===== config.mk =====
export PLATFORM = sky130hd
export DESIGN_NAME = state_setting
export DESIGN_NICKNAME = d
export VERILOG_FILES = /design/src/rtl/state_setting_pkg.sv /design/src/rtl/state_setting_bcd_wrap_step.sv /design/src/rtl/state_setting.sv
export SDC_FILE = /design/constraint.sdc
export NUM_CORES = 1
export LEC_CHECK = 0
export BUFFER_PORTS_ARGS = -buffer_cell sky130_fd_sc_hd__buf_2
export CORE_MARGIN = 4
export CORE_UTILIZATION = 40
export DETAILED_ROUTE_END_ITERATION = 8
export HOLD_SLACK_MARGIN = 0.05
export SLEW_MARGIN = 15
export SYNTH_ARGS = -nofsm -noshare
export SYNTH_HDL_FRONTEND = slang
export SYNTH_SLANG_ARGS = --single-unit

===== constraint.sdc =====
create_clock -name slowclk -period 5.77 [get_ports slowclk]
set_input_delay 0.577 -clock slowclk [delete_from_list [all_inputs] [get_ports slowclk]]
set_output_delay 0.577 -clock slowclk [all_outputs]
set_load 0.05 [all_outputs]

===== src/rtl/state_setting_pkg.sv =====
// Shared constants for the kitchen-timer time-entry block: top-level state codes,
// BCD digit limits, blank-digit code and the local edit FSM encoding.
package state_setting_pkg;

  localparam logic [2:0] STATE_COUNTING = 3'd0;
  localparam logic [2:0] STATE_SETTING  = 3'd1;

  localparam logic [3:0] DIGIT_MAX   = 4'd9;
  localparam logic [3:0] SEC1_MAX    = 4'd5;
  localparam logic [3:0] BLANK_DIGIT = 4'hF;

  typedef enum logic {
    SET_IDLE = 1'b0,
    SET_EDIT = 1'b1
  } set_state_t;

  // Cursor position 2 is the tens-of-seconds digit; all others run 0-9.
  function automatic logic [3:0] digit_limit(input logic [1:0] pos);
    return (pos == 2'd2) ? SEC1_MAX : DIGIT_MAX;
  endfunction

endpackage


===== src/rtl/state_setting_bcd_wrap_step.sv =====
// Combinational single-digit BCD step: inc wraps max->0, dec wraps 0->max,
// both or neither leaves the digit unchanged.
module bcd_wrap_step
  import state_setting_pkg::*;
(
  input  logic [3:0] digit,
  input  logic [3:0] max,
  input  logic       inc,
  input  logic       dec,
  output logic [3:0] next
);

  always_comb begin
    next = digit;
    if (inc && !dec) begin
      next = (digit >= max) ? 4'd0 : digit + 4'd1;
    end else if (dec && !inc) begin
      // An out-of-range digit also lands on max so the value re-enters range.
      next = ((digit == 4'd0) || (digit > max)) ? max : digit - 4'd1;
    end
  end

endmodule


===== src/rtl/state_setting.sv =====
// Digit-by-digit mm:ss editor; edits and commits are registered (visible one edge
// after the button edge), commit writes initialClockValue and pulses done together.
module state_setting
  import state_setting_pkg::*;
#(
  parameter logic [2:0]  stateID       = STATE_SETTING,
  parameter logic [15:0] DEFAULT_VALUE = 16'h0500,
  parameter int          BLINK_HALF    = 4
) (
  input  logic        slowclk,
  input  logic        reset,
  input  logic [2:0]  currentState,
  input  logic        btnNext,
  input  logic        btnInc,
  input  logic        btnDec,
  input  logic        btnConfirm,
  output logic [15:0] initialClockValue,
  output logic [15:0] digitsOut,
  output logic        done
);

  localparam int CNT_W = (BLINK_HALF > 1) ? $clog2(BLINK_HALF) : 1;
  localparam logic [CNT_W-1:0] CNT_LAST = CNT_W'(BLINK_HALF - 1);

  set_state_t       r_state;
  set_state_t       w_state_nxt;
  logic [15:0]      r_working;
  logic [15:0]      r_value;
  logic [1:0]       r_cursor;
  logic [CNT_W-1:0] r_blink_cnt;
  logic             r_blink_off;
  logic             r_done;
  logic             r_prev_next, r_prev_inc, r_prev_dec, r_prev_cfm;

  logic        w_active;
  logic        w_next_edge, w_inc_edge, w_dec_edge, w_cfm_edge;
  logic        w_load, w_commit, w_move, w_step;
  logic [15:0] w_stepped;
  logic [15:0] w_masked;

  assign w_active    = (currentState == stateID);
  assign w_next_edge = btnNext    & ~r_prev_next;
  assign w_inc_edge  = btnInc     & ~r_prev_inc;
  assign w_dec_edge  = btnDec     & ~r_prev_dec;
  assign w_cfm_edge  = btnConfirm & ~r_prev_cfm;

  // Cursor 0 (min1) is the most significant nibble.
  for (genvar i = 0; i < 4; i++) begin : g_digit
    localparam int LSB = 4 * (3 - i);
    bcd_wrap_step u_step (
      .digit (r_working[LSB +: 4]),
      .max   (digit_limit(2'(i))),
      .inc   (w_inc_edge & (r_cursor == 2'(i))),
      .dec   (w_dec_edge & (r_cursor == 2'(i))),
      .next  (w_stepped[LSB +: 4])
    );
  end

  always_ff @(posedge slowclk or posedge reset) begin
    if (reset) begin
      r_state <= SET_IDLE;
    end else begin
      r_state <= w_state_nxt;
    end
  end

  // Leaving the state wins over everything; then confirm > next > inc/dec.
  always_comb begin
    w_state_nxt = r_state;
    w_load      = 1'b0;
    w_commit    = 1'b0;
    w_move      = 1'b0;
    w_step      = 1'b0;
    case (r_state)
      SET_IDLE: begin
        if (w_active) begin
          w_state_nxt = SET_EDIT;
          w_load      = 1'b1;
        end
      end
      SET_EDIT: begin
        if (!w_active) begin
          w_state_nxt = SET_IDLE;
        end else if (w_cfm_edge) begin
          if (r_working != 16'h0000) begin
            w_commit    = 1'b1;
            w_state_nxt = SET_IDLE;
          end
        end else if (w_next_edge) begin
          w_move = 1'b1;
        end else if (w_inc_edge || w_dec_edge) begin
          w_step = 1'b1;
        end
      end
      default: w_state_nxt = SET_IDLE;
    endcase
  end

  always_ff @(posedge slowclk or posedge reset) begin
    if (reset) begin
      r_working   <= DEFAULT_VALUE;
      r_value     <= DEFAULT_VALUE;
      r_cursor    <= 2'd0;
      r_blink_cnt <= '0;
      r_blink_off <= 1'b0;
      r_done      <= 1'b0;
      r_prev_next <= 1'b0;
      r_prev_inc  <= 1'b0;
      r_prev_dec  <= 1'b0;
      r_prev_cfm  <= 1'b0;
    end else begin
      r_prev_next <= btnNext;
      r_prev_inc  <= btnInc;
      r_prev_dec  <= btnDec;
      r_prev_cfm  <= btnConfirm;
      r_done      <= w_commit;
      if (w_commit) begin
        r_value <= r_working;
      end
      if (w_load) begin
        r_working <= r_value;
        r_cursor  <= 2'd0;
      end else if (w_move) begin
        r_cursor <= r_cursor + 2'd1;
      end else if (w_step) begin
        r_working <= w_stepped;
      end
      // Any edit restarts the blink in the visible phase.
      if (w_load || w_move || w_step) begin
        r_blink_cnt <= '0;
        r_blink_off <= 1'b0;
      end else if (r_state == SET_EDIT) begin
        if (r_blink_cnt == CNT_LAST) begin
          r_blink_cnt <= '0;
          r_blink_off <= ~r_blink_off;
        end else begin
          r_blink_cnt <= r_blink_cnt + CNT_W'(1);
        end
      end
    end
  end

  always_comb begin
    w_masked = r_working;
    if (r_blink_off) begin
      case (r_cursor)
        2'd0:    w_masked[15:12] = BLANK_DIGIT;
        2'd1:    w_masked[11:8]  = BLANK_DIGIT;
        2'd2:    w_masked[7:4]   = BLANK_DIGIT;
        default: w_masked[3:0]   = BLANK_DIGIT;
      endcase
    end
  end

  assign digitsOut         = (r_state == SET_EDIT) ? w_masked : r_value;
  assign initialClockValue = r_value;
  assign done              = r_done;

endmodule


==> impl_metrics.json <==
{
  "holdBufCountCts": 0,
  "routed_wirelength_um": 7530,
  "ios": 42,
  "slowest_stage": "dfrtp_1",
  "startpoint": "r_working[13]",
  "synth_fp_nets": 382,
  "ir_worst_vdd_mv": 0.1245,
  "synth.top_cells.by_count": "dfrtp_1, nand2_1, a21oi_1, nor2_1, ha_1",
  "cp-start-kind": "flip-flop",
  "synth_ff_type": "dfrtp_1",
  "drc": 0,
  "fillers": 743,
  "use_met3_pct": 2.737,
  "dp_hpwl_um": 5320,
  "postSynth.asyncResetShare_pct": 100.0,
  "setup_viol": 0,
  "area_growth_syn_to_layout_pct": 11.00,
  "clock-sinks": 43,
  "cts-root-buf": "clkbuf_8",
  "min-delay-start": "btnConfirm",
  "cp_cell_sequence": "inv_1 -> ha_1 -> or3b_1 -> nor3b_2 -> a41oi_1 -> nand2_2 -> mux2_2",
  "rsz0062_at_grt": "no",
  "grt_max_degree": 44,
  "ys_seq_area_share_pct": 35.06,
  "syn_inst": 353,
  "powerDensity_nw_per_um2": 254.7,
  "skew_ps": 8.295,
  "place_congestion": 0.8852,
  "gr-usage-met1_pct": 24.43,
  "clk_latency_ps": 290,
  "cts_tree": "built",
  "synth.avg_cell_area_um2": 8.734,
  "crit_fanout": 17,
  "crit_type": "reg -> reg",
  "cts_resized": 0,
  "num_rows": 31,
  "clkSlewWorstSetupHoldPaths_ps": 80,
  "finalSetupTns_ps": 0,
  "p_leak_nw": 1.635,
  "cp_data_arrival_time_ps": 2760,
  "cts_setup_buffers": 0,
  "dr.first_iter.drc_count": 145,
  "cp-end-kind": "flip-flop",
  "synth_area_leaders": "dfrtp_1, ha_1, mux2_2",
  "start_util_pct": 41.83,
  "grt_use_total_pct": 17.39,
  "cap_violations": 0,
  "cts_buffers": 5,
  "status": "complete, no violations",
  "period_share_pct": 44.70,
  "avgViaCountPerCell": 5.511,
  "netlist_area_um2": 3083,
  "numPortBuffers": 41,
  "grt_pass1_vias": 2554,
  "antenna_left": 0,
  "min_path_cells": 1,
  "r2r.worst_path.cells": 7,
  "htree_levels": 2,
  "grt_pass1_wl_um": 12630,
  "die-area_um2": 9176,
  "synth_edf_count": 0,
  "synth_top_cell_area_share_pct": 31.66,
  "clk_path_buf_depth": 2,
  "max_stage_delay_ps": 430,
  "hp-class": "in -> reg",
  "use_met2_pct": 27.50,
  "synth_cell_type_count": 54,
  "slew_viol_final": 0,
  "final-hold-violation-count": 0,
  "yosys_warnings": 0,
  "worst_pin_slew_ps": 963.2,
  "cp.required_ps": 5950,
  "grt_antenna_before_repair": 0,
  "die_w_um": 95.79,
  "drive_gt1_share_pct": 20.31,
  "reg2reg_from": "r_working[13]",
  "num_vias": 2662,
  "ys_ff_latch": 43,
  "max-slew-margin-rel_pct": 35.78,
  "yosysMostFrequentCell": "dfrtp_1",
  "gr-max-usage-layer": "met2",
  "fin_nets": 412,
  "fmax_ghz": 0.3877,
  "core_um2": 7370,
  "yosysTopAreaCell": "dfrtp_1",
  "grt.overflow.total": 0,
  "wl_per_cell_um": 15.59,
  "die_height_um": 95.79,
  "final_util_pct": 46.43,
  "drtPass1Iterations": 4,
  "period_minus_slack_ps": 2579,
  "diodes": 0
}
sequential cells by signal, summed over array words and instances (netlist names):
name and flops:
done 1, r_state 1, r_cursor 2, r_prev_dec 1, r_prev_next 1, r_working 16, r_blink_off 1, initialClockValue 16
r_prev_cfm 1, r_prev_inc 1, r_blink_cnt 2
final timing paths:
| check | to | slack [ps] |
|---|---|---|
| max reg2reg | initialClockValue[14] | 3190 |
| max in group asynchronous | r_working[5] | 4970 |
| min reg2reg | r_blink_cnt[1] | 490 |
| min in group asynchronous | r_working[14] | 410 |
| max | initialClockValue[14] | 3190 |
| min | r_prev_cfm | 400 |
layout by cell type, fill, tap and decap left out, types with 11 or more instances in the layout:
| cell type | instances |
|---|---|
| nor2_1 | 30 |
| nand2_1 | 31 |
| buf_2 | 41 |
| o21ai_0 | 19 |
| ha_1 | 20 |
| a21oi_1 | 30 |
| dfrtp_1 | 39 |
| inv_1 | 15 |
| nand2b_1 | 11 |
| mux2_2 | 19 |
worst max-delay path, delay by kind of cell, from the launching register on:
family	cells	cell delay, ps
and+or+nand+nor	3	1040
adders and majority gates	1	260
AOI/OAI and AO/OA	1	180
DFF	1	430
buffers and inverters	1	160
muxes	1	400
power breakdown:
group | internal [mW] | leakage [nW] | switching [mW]
Sequential | 0.334 | 0.554 | 0.0535
Combinational | 0.109 | 1.04 | 0.189
Clock | 0.0851 | 0.0422 | 0.101
final cells by class:
| type | instances | area (um^2) | area share [%] |
|---|---|---|---|
| well taps | 99 | 123.9 | 3.620 |
| clock buffers | 7 | 76.32 | 2.230 |
| multi-input cells | 274 | 1856 | 54.22 |
| inverters | 16 | 60.06 | 1.755 |
| repair buffers | 43 | 220.2 | 6.435 |
| clock inverters | 1 | 5.005 | 0.1463 |
| flip-flops and latches | 43 | 1081 | 31.59 |
metrics by stage:
step / hold slack [ps] / setup WS (ps) / std cells / total power [mW] / cell area (um^2)
CTS: 395.1 / 3173 / 483 / 0.8799 / 3422
global route: 383.8 / 3009 / 483 / 0.9371 / 3422
floorplan: 453.8 / 3291 / 353 / 0.6224 / 3083
global placement: 474.2 / 3246 / 475 / 0.6880 / 3341
finish: 400.9 / 3191 / 483 / 0.8717 / 3422
detailed placement: 474.2 / 3193 / 475 / 0.6913 / 3341
cells by family (layout without fill, tap and decap cells):
group / after synthesis / in the layout / synth area share (%)
fa+ha+maj: 20 / 20 / 8.117
simple gates: 133 / 133 / 23.58
buf+inv: 36 / 67 / 4.748
flops: 43 / 43 / 35.07
compound gates: 97 / 97 / 20.05
mux: 21 / 21 / 7.589
xor+xnor: 3 / 3 / 0.8524
routing by layer:
metal	vias to the layer above	part of all wire [%]
li1	1334	-
met1	1266	47
met2	51	47
met3	11	3.9
met4	0	1.2
met5	-	0
Power figures use the tool's default switching activity.
